**src/rtl/mem_access_unit.sv**
```systemverilog
// mem_access_unit: load/store unit between a pipeline request port and a
// word-wide data memory with combinational read data.
// Loads and word stores take one cycle each. Byte and halfword stores use a
// read-modify-write: read cycle in IDLE, then a write cycle in RMW_WR.
// Optional feature macro: MAU_MISALIGN_CHECK_EN
//   defined   -> misaligned halfword/word and size 2'b11 become error requests
//   undefined -> no error detection; size 2'b11 behaves as a word access
// Request handshake: a request transfers on a rising clk_i edge where
// req_valid_i and req_ready_o are both 1. req_ready_o is 1 only in IDLE, so a
// request held across RMW_WR transfers on the first edge back in IDLE.
// Response: rsp_valid_o is a single-cycle pulse with no back-pressure;
// rsp_err_o and rsp_rdata_o are qualified by it, and rsp_rdata_o holds its
// value until the next response.
module mem_access_unit #(
    parameter int ADDR_W = 10
) (
    input  logic              clk_i,
    input  logic              rst_i,
    input  logic              req_valid_i,
    output logic              req_ready_o,
    input  logic              req_we_i,
    input  logic [1:0]        req_size_i,
    input  logic              req_unsigned_i,
    input  logic [31:0]       req_addr_i,
    input  logic [31:0]       req_wdata_i,
    output logic              rsp_valid_o,
    output logic [31:0]       rsp_rdata_o,
    output logic              rsp_err_o,
    output logic              mem_we_o,
    output logic              mem_re_o,
    output logic [ADDR_W-1:0] mem_addr_o,
    output logic [31:0]       mem_wdata_o,
    input  logic [31:0]       mem_rdata_i,
    output logic              dbg_state_o
);

    typedef enum logic [0:0] {
        IDLE   = 1'b0,
        RMW_WR = 1'b1
    } state_t;

    state_t            state_q;
    state_t            state_d;
    logic              rsp_valid_q;
    logic              rsp_err_q;
    logic [31:0]       rsp_rdata_q;
    logic [31:0]       merge_word_q;
    logic [ADDR_W-1:0] merge_idx_q;

    logic              accept;
    logic              req_err;
    logic              is_word;
    logic              sub_store;
    logic [7:0]        ld_byte;
    logic [15:0]       ld_half;
    logic [31:0]       load_data;
    logic [31:0]       merge_word;
    logic              rsp_fire;
    logic [31:0]       rdata_next;
    logic              err_next;

    // Upper address bits beyond the memory's word index are not decoded.
    logic              unused_addr_bits;
    assign unused_addr_bits = ^req_addr_i[31:ADDR_W+2];

    assign req_ready_o = (state_q == IDLE);
    assign accept      = req_valid_i && req_ready_o;
    assign is_word     = req_size_i[1];
    assign sub_store   = req_we_i && !is_word;
    assign dbg_state_o = state_q;

    // Error classification of the incoming request.
    always_comb begin
        req_err = 1'b0;
`ifdef MAU_MISALIGN_CHECK_EN
        case (req_size_i)
            2'b01:   req_err = req_addr_i[0];
            2'b10:   req_err = (req_addr_i[1:0] != 2'b00);
            2'b11:   req_err = 1'b1;
            default: req_err = 1'b0;
        endcase
`endif
    end

    // Lane selection and sign/zero extension of the memory read word.
    always_comb begin
        ld_byte   = 8'h00;
        ld_half   = 16'h0000;
        load_data = mem_rdata_i;
        case (req_addr_i[1:0])
            2'd0:    ld_byte = mem_rdata_i[7:0];
            2'd1:    ld_byte = mem_rdata_i[15:8];
            2'd2:    ld_byte = mem_rdata_i[23:16];
            default: ld_byte = mem_rdata_i[31:24];
        endcase
        ld_half = req_addr_i[1] ? mem_rdata_i[31:16] : mem_rdata_i[15:0];
        case (req_size_i)
            2'b00:   load_data = {{24{!req_unsigned_i && ld_byte[7]}}, ld_byte};
            2'b01:   load_data = {{16{!req_unsigned_i && ld_half[15]}}, ld_half};
            default: load_data = mem_rdata_i;
        endcase
    end

    // Old word with the target byte/halfword lane replaced by store data.
    always_comb begin
        merge_word = mem_rdata_i;
        if (req_size_i == 2'b00) begin
            case (req_addr_i[1:0])
                2'd0:    merge_word[7:0]   = req_wdata_i[7:0];
                2'd1:    merge_word[15:8]  = req_wdata_i[7:0];
                2'd2:    merge_word[23:16] = req_wdata_i[7:0];
                default: merge_word[31:24] = req_wdata_i[7:0];
            endcase
        end else if (req_addr_i[1]) begin
            merge_word[31:16] = req_wdata_i[15:0];
        end else begin
            merge_word[15:0] = req_wdata_i[15:0];
        end
    end

    // Next state, memory port drive and response staging.
    always_comb begin
        state_d     = state_q;
        mem_re_o    = 1'b0;
        mem_we_o    = 1'b0;
        mem_addr_o  = req_addr_i[ADDR_W+1:2];
        mem_wdata_o = req_wdata_i;
        rsp_fire    = 1'b0;
        rdata_next  = 32'h0;
        err_next    = 1'b0;
        case (state_q)
            IDLE: begin
                if (accept) begin
                    if (req_err) begin
                        rsp_fire = 1'b1;
                        err_next = 1'b1;
                    end else if (!req_we_i) begin
                        mem_re_o   = 1'b1;
                        rsp_fire   = 1'b1;
                        rdata_next = load_data;
                    end else if (is_word) begin
                        mem_we_o = 1'b1;
                        rsp_fire = 1'b1;
                    end else begin
                        mem_re_o = 1'b1;
                        state_d  = RMW_WR;
                    end
                end
            end
            RMW_WR: begin
                mem_we_o    = 1'b1;
                mem_addr_o  = merge_idx_q;
                mem_wdata_o = merge_word_q;
                rsp_fire    = 1'b1;
                state_d     = IDLE;
            end
            default: state_d = IDLE;
        endcase
        // Reset suppresses every memory access, including a pending RMW write.
        if (rst_i) begin
            mem_re_o = 1'b0;
            mem_we_o = 1'b0;
        end
    end

    // State, response and merge registers.
    always_ff @(posedge clk_i) begin
        if (rst_i) begin
            state_q      <= IDLE;
            rsp_valid_q  <= 1'b0;
            rsp_err_q    <= 1'b0;
            rsp_rdata_q  <= 32'h0;
            merge_word_q <= 32'h0;
            merge_idx_q  <= '0;
        end else begin
            state_q     <= state_d;
            rsp_valid_q <= rsp_fire;
            if (rsp_fire) begin
                rsp_err_q   <= err_next;
                rsp_rdata_q <= rdata_next;
            end
            if (accept && sub_store && !req_err) begin
                merge_word_q <= merge_word;
                merge_idx_q  <= req_addr_i[ADDR_W+1:2];
            end
        end
    end

    assign rsp_valid_o = rsp_valid_q;
    assign rsp_rdata_o = rsp_rdata_q;
`ifdef MAU_MISALIGN_CHECK_EN
    assign rsp_err_o = rsp_err_q;
`else
    assign rsp_err_o = 1'b0;
    logic unused_err_q;
    assign unused_err_q = rsp_err_q;
`endif

endmodule

```
**config.mk**
```make
export PLATFORM = sky130hd
export DESIGN_NAME = mem_access_unit
export DESIGN_NICKNAME = d
export VERILOG_FILES = /design/src/rtl/mem_access_unit.sv
export SDC_FILE = /design/constraint.sdc
export NUM_CORES = 1
export LEC_CHECK = 0
export CAP_MARGIN = 10
export CORE_MARGIN = 2
export CORE_UTILIZATION = 25
export DETAILED_ROUTE_END_ITERATION = 16
export PLACE_DENSITY = 0.51
export SLEW_MARGIN = 20
export SYNTH_ARGS = -nofsm -noshare
export SYNTH_HDL_FRONTEND = slang
export SYNTH_SLANG_ARGS = --single-unit
```
**constraint.sdc**
```tcl
create_clock -name clk_i -period 2.1 [get_ports clk_i]
set_clock_uncertainty 0.15 [all_clocks]
set_input_delay 0.21 -clock clk_i [delete_from_list [all_inputs] [get_ports clk_i]]
set_output_delay 0.21 -clock clk_i [all_outputs]
set_load 0.01 [all_outputs]
```
Yosys cells after proc, flatten, opt, wreduce, memory -nomap -nowiden
Index checks and enable logic that the tools add are counted.
{ "classes": {"eq_ne": 3, "muxes": 31, "bitwise": 1, "n_reduce_logical": 10} }
{ "ops": {"columns": ["cell", "n"], "rows": [
  ["$mux W32", 5],
  ["$pmux W32 S2", 1],
  ["$mux W16", 3],
  ["$mux W8", 4],
  ["$pmux W8 S3", 1],
  ["$mux W1", 13],
  ["$mux W10", 1],
  ["$pmux W1 S2", 3],
  ["$logic_and A1 B1 Y1", 5],
  ["$eq A2 B1 Y1 const B", 2],
  ["$logic_not A2 Y1", 2],
  ["$reduce_or A3 Y1", 1],
  ["$eq A2 B2 Y1 const B", 1],
  ["$logic_not A1 Y1", 2],
  ["$not A1 Y1", 1]
]} }
{ "totals": {"register_bits": 76, "inputBits": 103, "out_inout_bits": 80, "word_cells": 50} }

Depth between registers and ports, before layout
{ "logic_depth": {"depth_word": 7, "depth_mapped": 8, "ltp_nobuf": 4} }

Worst setup path after synthesis
No wires, ideal clock.
{ "synth_path": {"path_type": "register -> register", "startpoint": "reg state_q, in the netlist dbg_state_o", "endpoint": "reg rsp_rdata_q[22], in the netlist rsp_rdata_o[22]", "setup_ns": 0.058, "arrival_ns": 1.752, "required_ns": 1.892, "setup_slack_ns": 0.141, "path_stages_with_launch": 7, "path_buffers": 2, "synth_period_minus_slack_ns": 1.959, "cell_sequence": "dfxtp_1 -> or4b_1 -> buf_6 -> a2111oi_4 -> o21a_4 -> buf_8 -> a221o_2"} }
{ "synth_via": {"elab_chain_cells": 4, "word_cells_on_any_way": 6, "classes_between": "4 x mux; 1 x bitwise; 1 x reduce/logical"} }
{ "synth_rtl": {"columns": ["element", "line", "source"], "rows": [
  ["start, declared", "42", "state_t state_q;"],
  ["start signal, assigned", "176", "state_q <= state_d;"],
  ["$not A1 Y1", null, null],
  ["$logic_and A1 B1 Y1", "67", "assign accept = req_valid_i && req_ready_o;"],
  ["$mux W1 / $mux W32 (equally long branches)", "133", "if (accept) begin"],
  ["$pmux W1 S2 / $mux W32 (equally long branches)", "131", "case (state_q)"],
  ["end signal, assigned", "180", "rsp_rdata_q <= rdata_next;"],
  ["end, declared", "46", "logic [31:0] rsp_rdata_q;"]
]} }
Several ways; a longest one is shown, not always the timed one.
A chain may end at the register's enable or synchronous reset.

Final worst setup path
{ "layout_path": {"startpoint": "reg state_q, in the netlist dbg_state_o", "endpoint": "out mem_wdata_o[1]"} }
{ "layout_via": {"elab_chain_cells": 1} }
{ "layout_rtl": {"columns": ["element", "line", "source"], "rows": [
  ["$mux W32", "131", null],
  ["end, declared", "32", "output logic [31:0] mem_wdata_o,"]
]} }
No other way between the ends.

==> results.md <==
- Share of cells above drive strength 1: 0.215
- Worst Path Required: around 1700 ps
- Startpoint Class: register
- Power Dens Cells: about 610 nW/um^2
- Stages on the worst setup path: 3
- Worst Hold Class: in2reg
- IO Pins: around 180
- Yosys reg bits: 76
- Clock transition at the registers of the reported paths: 60 ps
- Placer Congestion: between 0.8 and 0.9
- R2R depth: 4
- RSZ-0062 raised after global routing: false
- Die ar.: roughly 18000 sq um
- CP delay by family, top: buffers and inverters
- Cts-stage hold buffer count: 0
- Total GRT Usage: 0.181
- Final Critical Period: ~2000 ps
- DR iter-0 viols: about 220
- Via density: 5.06
- Status: completed
- Via count: around 4.4k
- Initial cell density of the core: 0.257
- Worst-path fanout max: 21
- Commonest non-fill, non-tap cell in the layout: clkdlybuf4s50_1
- Critical Path AT: ~1600 ps
- Top sig layer: met4
- Post-Syn Area: ~4100 sq um
- Register area share after synthesis: 0.370
- Met3 routed WL: 1050 um
- EDFF count, synth: 0
- MaxCap Viol Count: 0
- Most frequent cells in the layout: clkdlybuf4s50_1 (116), dfxtp_1 (75), nand2_1 (63)
- Syn Inst Count: ~460
- Met2 WL: 7530 um
- Fin area: about 6600 sq um
- Clock tree from TritonCTS: done
- Largest net degree at the start of global routing: 44
- Top FF cell, synth: dfxtp_1
- Crit path kind: reg2out
- Worst path cell trace: buf_12 > mux2_2 > dlygate4sd2_1
- Tot Pwr: between 0.003 and 0.004 W
- # setup viols final: 0
- Site row count: 46
- Fill cell count: 1636
- Hold Path Depth: 3
- Maximum clock rate: approximately 500 MHz
- CTS root buf: clkbuf_16
- First-pass GRT wire length: 24400 um
- Async SR Flop Fraction: 0
- WHS: roughly 300 ps
- Clk buf depth: 2
- Rel. slew slack: 0.623
- Total gr overflow: 0
- Final period util: 0.948
- CTS sink count: 76
- Drt pass-1 iters: 5
- DPL Wire Length: between 10000 and 15000 um
- Die Span Y: ~130 um
- # DRC: 0
- Metal-1 WL: 7190 um
- CTS Buf Count: 9
- Synthesized area per cell: between 8 and 9 sq um
- Library cells used by synthesis: between 40 and 50
- Syn-to-layout area delta: 59.4%
- Die Span X: 132 um
- Crit path largest cell delay: between 400 and 500 ps
- Worst setup EP type: output port
- Worst-Margin Slew: about 570 ps
- Slowest cell on crit path: dfxtp_4
- Leak Pwr: ~2.6 nW
- Core footprint: about 16000 sq um
- Final Hold Fails: 0
- Vias in the first global route: around 4.2k
- Post-DP Area: between 6000 and 7000 sq um
- Worst VDD drop: 402 uV
- Final wirelength: roughly 16000 um
- Crit path buf inv count: 2
- Initial antenna violation count: 1
- Clk Latency, worst-skew pair: about 340 ps
- Syn nets: 565
- Buffers on Ports: around 160
- Post-route ant nets: 0
- WL/cell: roughly 19 um
- H-tree Lvls: 3
- Nets: between 700 and 800
- Synth warn: 0
- Max Slew Vio Count: 0
final timing paths:
| kind | to | slack [ps] | startpoint |
|---|---|---|---|
| max | mem_wdata_o[1] | 110 | dbg_state_o |
| min | merge_idx_q[4] | 300 | req_addr_i[6] |
| max reg2reg | rsp_rdata_o[25] | 110 | dbg_state_o |
| min reg2reg | merge_idx_q[1] | 300 | merge_idx_q[1] |
report_power, final:
group          switching, W  total, W  leakage [nW]  internal, W
Combinational      0.000415  0.000894          1.82     0.000479
Sequential        0.0000395   0.00155         0.620      0.00151
Clock              0.000621   0.00153         0.137     0.000913
Total               0.00108   0.00398          2.58      0.00290
flip-flops by register name (all words and copies together), names as in the netlist:
signal and cells:
merge_idx_q 10, rsp_valid_o 1, rsp_rdata_o 32, merge_word_q 32, dbg_state_o 1
per-layer routing:
layer / track usage / up-vias
li1: - / 2083
met1: 0.239 / 2092
met2: 0.290 / 164
met3: 0.0327 / 34
met4: 0.0789 / 0
met5: 0 / -
per-stage QoR:
stage | utilization | worst slack [ps] | cells | TNS (ps)
3_3_place_gp | 0.392 | -168 | 845 | -4240
5_1_grt | 0.410 | 46.3 | 864 | 0
4_1_cts | 0.409 | -90.0 | 862 | -90.0
6_report | 0.410 | 109 | 864 | 0
2_1_floorplan | - | 141 | 462 | 0
3_5_place_dp | 0.392 | -207 | 845 | -5140
repair_timing:
item                       in CTS  in global routing
buffers inserted                0                  0
cloned                          1                  1
setup endpoints to repair      44                 18
resized for setup              45                  3
pin swaps                       0                  1
cells by family after synthesis:
logic type,count (synthesis),share of synthesized area
and+or+nand+nor,138,0.154
AOI/OAI and AO/OA,132,0.255
DFF,76,0.370
muxes,59,0.161
buffers and inverters,56,0.0584
other,1,0.000911
Yosys cell counts (3+ instances only):
| library cell | instances | area share |
|---|---|---|
| o221ai_1 | 15 | 0.032 |
| o22a_1 | 15 | 0.032 |
| buf_1 | 7 | 0.0064 |
| a21oi_1 | 30 | 0.036 |
| a211oi_1 | 8 | 0.015 |
| mux2i_1 | 9 | 0.022 |
| nand3_1 | 10 | 0.012 |
| buf_2 | 6 | 0.0073 |
| o22ai_1 | 10 | 0.015 |
| a221o_1 | 7 | 0.017 |
| a311oi_1 | 8 | 0.017 |
| dfxtp_1 | 76 | 0.37 |
| nand2b_1 | 3 | 0.0046 |
| nand3b_1 | 8 | 0.015 |
| nand2_1 | 63 | 0.057 |
| inv_1 | 11 | 0.010 |
| a21o_1 | 7 | 0.013 |
| nor2_1 | 29 | 0.026 |
| a221oi_1 | 8 | 0.017 |
| nor3_1 | 9 | 0.011 |
| nor2b_1 | 8 | 0.012 |
| clkbuf_1 | 29 | 0.026 |
| a221o_2 | 10 | 0.027 |
| a211o_1 | 8 | 0.017 |
| mux2_2 | 49 | 0.13 |
worst register-to-register path: cells and delay by family, from the launching register on:
family | cells | cell delay [ps]
compound gates | 3 | 750
flops | 1 | 390
simple gates | 1 | 650
area by class of cell:
cell class	instances	area [sq um]	area share
diodes	1	2.50	0.000382
clock buffers	9	225	0.0343
clock inverters	7	67.6	0.0103
inverters	11	41.3	0.00630
multi-input cells	331	2390	0.364
flip-flops and latches	76	1530	0.233
well taps	216	270	0.0412
repair buffers	213	2040	0.311
Power figures use the tool's default switching activity.
